**src/rtl/multi_channel_sync_debounce.sv**
```systemverilog
`default_nettype none
// ============================================================================
// Module      : multi_channel_sync_debounce
// Description : Brings CHANNELS asynchronous inputs into the FAST_CLOCK domain
//               through a SYNC_STAGES-deep flop chain per channel, then filters
//               each synchronised bit with a debounce counter. A change on a
//               channel is accepted only after DEBOUNCE_CYCLES consecutive
//               differing samples. Registered one-cycle rise/fall pulses
//               accompany each accepted change. ENABLE=0 freezes the outputs
//               and clears the counters.
// Ports       : FAST_CLOCK  in  1         system clock, rising edge
//               RESET_N     in  1         asynchronous active-low reset
//               INPUT_DATA  in  CHANNELS  raw asynchronous inputs
//               ENABLE      in  1         1 = debounce active, 0 = hold
//               OUTPUT_DATA out CHANNELS  debounced level per channel
//               RISE_PULSE  out CHANNELS  1-cycle pulse on OUTPUT_DATA 0->1
//               FALL_PULSE  out CHANNELS  1-cycle pulse on OUTPUT_DATA 1->0
// Revision    : 1.0 - initial release
// ============================================================================
module multi_channel_sync_debounce #(
  parameter int CHANNELS        = 2,
  parameter int SYNC_STAGES     = 2,
  parameter int DEBOUNCE_CYCLES = 4,
  parameter int RESET_LEVEL     = 1
) (
  input  logic                FAST_CLOCK,
  input  logic                RESET_N,
  input  logic [CHANNELS-1:0] INPUT_DATA,
  input  logic                ENABLE,
  output logic [CHANNELS-1:0] OUTPUT_DATA,
  output logic [CHANNELS-1:0] RISE_PULSE,
  output logic [CHANNELS-1:0] FALL_PULSE
);

  // Counter must hold values up to DEBOUNCE_CYCLES-1; keep at least one bit
  // so the DEBOUNCE_CYCLES=1 case still has a legal vector.
  localparam int              CNT_W   = (DEBOUNCE_CYCLES > 1) ? $clog2(DEBOUNCE_CYCLES) : 1;
  localparam logic [CNT_W-1:0] CNT_MAX = CNT_W'(DEBOUNCE_CYCLES - 1);
  localparam logic            RST_LVL = (RESET_LEVEL != 0);

  logic [SYNC_STAGES-1:0] sync_chain [CHANNELS];
  logic [CNT_W-1:0]       cnt        [CHANNELS];
  logic [CHANNELS-1:0]    synced;

  // Synchroniser: runs every cycle independent of ENABLE. Bit 0 is the
  // capture flop; the top bit is the synchronised sample.
  always_ff @(posedge FAST_CLOCK or negedge RESET_N) begin
    if (!RESET_N) begin
      for (int i = 0; i < CHANNELS; i++) begin
        sync_chain[i] <= {SYNC_STAGES{RST_LVL}};
      end
    end else begin
      for (int i = 0; i < CHANNELS; i++) begin
        sync_chain[i] <= {sync_chain[i][SYNC_STAGES-2:0], INPUT_DATA[i]};
      end
    end
  end

  generate
    for (genvar g = 0; g < CHANNELS; g++) begin : g_sync_tap
      assign synced[g] = sync_chain[g][SYNC_STAGES-1];
    end
  endgenerate

  // Debounce: per channel, count consecutive samples that differ from the
  // current output. Any sample that agrees with the output clears the count,
  // so short glitches and fast toggling never commit.
  always_ff @(posedge FAST_CLOCK or negedge RESET_N) begin
    if (!RESET_N) begin
      OUTPUT_DATA <= {CHANNELS{RST_LVL}};
      RISE_PULSE  <= '0;
      FALL_PULSE  <= '0;
      for (int i = 0; i < CHANNELS; i++) begin
        cnt[i] <= '0;
      end
    end else begin
      RISE_PULSE <= '0;
      FALL_PULSE <= '0;
      for (int i = 0; i < CHANNELS; i++) begin
        if (!ENABLE) begin
          cnt[i] <= '0;
        end else if (synced[i] == OUTPUT_DATA[i]) begin
          cnt[i] <= '0;
        end else if (cnt[i] == CNT_MAX) begin
          // Commit: the pulse is registered alongside the level change so
          // both become visible in the same cycle.
          OUTPUT_DATA[i] <= synced[i];
          RISE_PULSE[i]  <= synced[i];
          FALL_PULSE[i]  <= ~synced[i];
          cnt[i]         <= '0;
        end else begin
          cnt[i] <= cnt[i] + 1'b1;
        end
      end
    end
  end

endmodule
`default_nettype wire

```
**config.mk**
```make
export PLATFORM = sky130hd
export DESIGN_NAME = multi_channel_sync_debounce
export DESIGN_NICKNAME = d
export VERILOG_FILES = /design/src/rtl/multi_channel_sync_debounce.sv
export SDC_FILE = /design/constraint.sdc
export NUM_CORES = 1
export LEC_CHECK = 0
export ABC_AREA = 1
export BUFFER_PORTS_ARGS = -buffer_cell sky130_fd_sc_hd__buf_2
export CORE_AREA = 10 10 47 49
export CTS_CLUSTER_DIAMETER = 60
export DETAILED_ROUTE_END_ITERATION = 16
export DIE_AREA = 0 0 57 59
export PLACE_DENSITY_LB_ADDON = 0.1
export REMOVE_ABC_BUFFERS = 1
export SLEW_MARGIN = 15
export SYNTH_ARGS = -nofsm -noshare
export SYNTH_HDL_FRONTEND = slang
export SYNTH_SLANG_ARGS = --single-unit
export TNS_END_PERCENT = 1
```
**constraint.sdc**
```tcl
create_clock -name FAST_CLOCK -period 1.39 [get_ports FAST_CLOCK]
set_clock_uncertainty 0.1 [all_clocks]
set_input_delay 0.2085 -clock FAST_CLOCK [delete_from_list [all_inputs] [get_ports FAST_CLOCK]]
set_output_delay 0.2085 -clock FAST_CLOCK [all_outputs]
set_load 0.05 [all_outputs]
```
* Word level (Yosys, flattened, before mapping)
Cells that the tools add are included.
Cells by class: reductions and logical operators 2, bitwise logic cells 4, eq/ne operators 4, add/subtract/negate cells 2, mux-type cells 18
Operator list (number):
- $mux 1 | 12
- $mux 2 | 6
- $reduce_and 3->1 | 2
- $add 2x1->2 const B | 2
- $eq 2x2->1 const B | 2
- $not 1->1 | 4
- $eq 1x1->1 | 2
Word-level totals: output and inout port bits 6, input port bits 5, logic and storage cells 38, register bits after elaboration 14

* Depth between registers and ports, before layout
word-level depth 4, mapped depth 4

* Worst setup path before layout
No wires, ideal clock.
path type register to register, start register OUTPUT_DATA[0], end register OUTPUT_DATA[0], buffers on the path 0, slack 232 ps, required time 1212 ps, cell stages (with the launch flop) 4, arrival time 981 ps, period minus slack after synthesis 1158 ps, path through dfstp_2 > nand3b_1 > nor2_2 > nor2_1
Between the ends: longest elaborated chain between the ends 3
RTL lines:
- from (decl) | RTL line 30 | output logic [CHANNELS-1:0] OUTPUT_DATA,
- from (signal assigned) | RTL line 70 | OUTPUT_DATA <= {CHANNELS{RST_LVL}};
- from (signal, indexed assignment) | RTL line 87 | OUTPUT_DATA[i] <= synced[i];
- $eq 1x1->1 | RTL line 82 | end else if (synced[i] == OUTPUT_DATA[i]) begin
- $not 1->1 (no source line)
- $reduce_and 3->1 (no source line)
No other way between the ends. A chain may end at the register's enable or synchronous reset.

* Final worst setup path
start register OUTPUT_DATA[0], end output OUTPUT_DATA[0]
No word-level cell between the ends.

==> results.md <==
* Slowest CP cell: dfstp_2
* FP Rows at 14
* Initial antenna violation count at 0
* Mean post-synth cell area at 12.7 um^2
* M2 GR Usage at 8.68%
* Post-synthesis mux area share at 0%
* Clk buf depth at 2
* Largest family of logic cells by synthesized area: simple AND/OR/NAND/NOR gates
* Hold/Removal Path Class: primary input to flip-flop
* Crit path max-delay family: flip-flops
* Inserted Clock Buffers at 3
* WP buf/inv at 1
* Startpoint Class: flip-flop
* Drt wl/cell at 11.8 um
* Fraction of layout cells with a size suffix above 1 at 43.9%
* Initial Utilization at 37.1%
* RSZ-0062 raised after global routing: false
* Root buf cell: clkbuf_4
* Period minus WS final at 1.35 ns
* Number of global-route vias before repair at 368
* Placed Cells at 67
* Avg Vias per Cell at 4.70
* Grt peak-use layer: met2
* Clock latency on the worst-skew pair at 0.27 ns
* PD cells at 1290 nW/um^2
* Global-route track usage on met3 at 2.79%
* Final Setup Violations at 0
* Core area at 1400 um^2
* Final cell count without fillers at 73
* Warnings, synthesis at 0
* CP Cell Sequence: buf_6
* Slew @ Worst Pin at 0.298 ns
* Largest net degree at the start of global routing at 15
* PortBufs at 10
* Post-Synth Adder-Cell Area at 4.82%
* Post-Synthesis Cells at 41
* Die area at 3360 um^2
* CTS tree: built
* Post-synthesis compound-gate area fraction at 7.71%
* Die Height at 59 um
* Finished Cell Area at 654 um^2
* Max Clk Rate at 742 MHz
* # DRC at 0
* Final hold violation count at 0
* Register bit count reported by yosys at 14
* Global-route wire length before repair at 1490 um
* LEAKAGE at 0.000323 uW
* Nets at 66
* Mapped Area at 519 um^2
* Slew Limit Headroom at 80.1%
* Final Max Tran Viols at 0
* GRT overflow at 0
* Xor/xnor share of the synthesized area at 0%
* Largest stage delay, worst path at 0.60 ns
* Total of max-cap violations at 0
* Peak supply drop at 0.000685 V
* Post-detail-place hpwl at 674 um
* Met1 Resource Use GR at 6.04%
* Reg clk slew, reported paths at 0.07 ns
* First-pass DRT Iterations at 4
* Gr usage total at 5.56%
* Kind of critical path: flip-flop to output pin
* Setup TNS Final at 0 ns
* Outcome: completed
* H-tree depth at 1
* Area post-placement at 589 um^2
* Clock sink count at 14
* WP data required at 1.08 ns
* Iteration-0 DRC Markers at 5
* Routed Antenna Nets at 0
* Ports at 11
* Via count at 343
* CP endpoint kind: output pin
* Routed wire length at 858 um
* Final Cycle Share at 96.9%
* Die width at 57 um
* Simple-Gate Fraction of Synth Area at 16.4%
* Filler cell count at 146
* N_diodes at 0
* Cell variety after synth at 13
* Post-CTS setup buffer count at 0
* CP arrival at 1.04 ns
* Worst-path maximum fanout at 6
* Area Overhead vs Synth at 26.0%
* Seq/Total Area, Yosys at 68.9%
* Gpl congestion at 0.705
cell usage after synthesis, drive strengths merged:
library cell,number,area share [%]
dfrtp,8,39
or2,2,2.4
o21ai,2,1.9
a21oi,2,3.4
inv,3,2.2
nor2,10,8.2
dfstp,6,30
nand3b,4,5.8
a31oi,2,2.4
ha,2,4.8
power by group:
part           switching [uW]  total [uW]  internal [uW]
logic                    85.4         146           60.2
clock network             115         216            100
registers                31.6         483            452
cell usage in the layout (no fill, tap or decap), drive strengths merged:
cell | synthesis | final
a21oi | 2 | 2
nor2 | 10 | 10
a31oi | 2 | 2
buf | 0 | 10
ha | 2 | 2
clkbuf | 0 | 3
nand3b | 4 | 4
o21ai | 2 | 2
dfstp | 6 | 6
or2 | 2 | 2
dfrtp | 8 | 8
inv | 3 | 3
dlygate4sd3 | 0 | 3
sequential cells by signal, indices dropped and copies added (netlist names):
name,cells
FALL_PULSE,2
OUTPUT_DATA,2
RISE_PULSE,2
cnt,4
sync_chain,4
metal layers:
metal | routed length [um] | vias up
met3 | 45 | 0
li1 | - | 169
met1 | 422 | 163
met2 | 390 | 11
met5 | 0 | -
met4 | 0 | 0
stage by stage:
stage                     utilization (%)  power (uW)  hold WS [ns]  setup slack, ns
after floorplan                         -         576        -0.187            0.232
after global placement               42.1         608      0.000885            0.249
after detailed placement             42.1         616        0.0100            0.227
after CTS                            46.2         843         0.143          0.00829
after global routing                 46.7         890         0.178          0.00439
final                                46.7         845         0.151           0.0424
final timing paths:
path / endpoint / start / cells after the start / slack [ns]
worst max-delay path: OUTPUT_DATA[0] / OUTPUT_DATA[0]$_DFFE_PN1P_ / 1 / 0.04
worst min register to register: sync_chain[3]$_DFF_PN1_ / sync_chain[2]$_DFF_PN1_ / 0 / 0.26
max in group asynchronous: OUTPUT_DATA[0]$_DFFE_PN1P_ / RESET_N / 2 / 0.65
min in group asynchronous: RISE_PULSE[1]$_DFF_PN0_ / RESET_N / 2 / 0.26
worst max register to register: cnt[2]$_DFF_PN0_ / cnt[2]$_DFF_PN0_ / 3 / 0.21
worst min-delay path: OUTPUT_DATA[0]$_DFFE_PN1P_ / ENABLE / 3 / 0.15
layout make-up:
cell class,instances,area (um^2),area share (%)
clock buffers,3,22.5,3.44
multi-input cells,24,150,22.9
flip-flops and latches,14,358,54.7
well taps,16,20.0,3.06
repair buffers,13,92.6,14.1
inverters,3,11.3,1.72
cell families after synthesis:
family          after synthesis
simple gates                 16
flops                        14
compound gates                6
buf+inv                       3
fa+ha+maj                     2
repair_timing:
action,4_1_cts,5_1_grt
hold buffers,3,0
gates cloned,0,0
hold endpoints to repair,16,0
setup endpoints to repair,2,2
resized for setup,2,2
(Power assumes the default switching activity.)
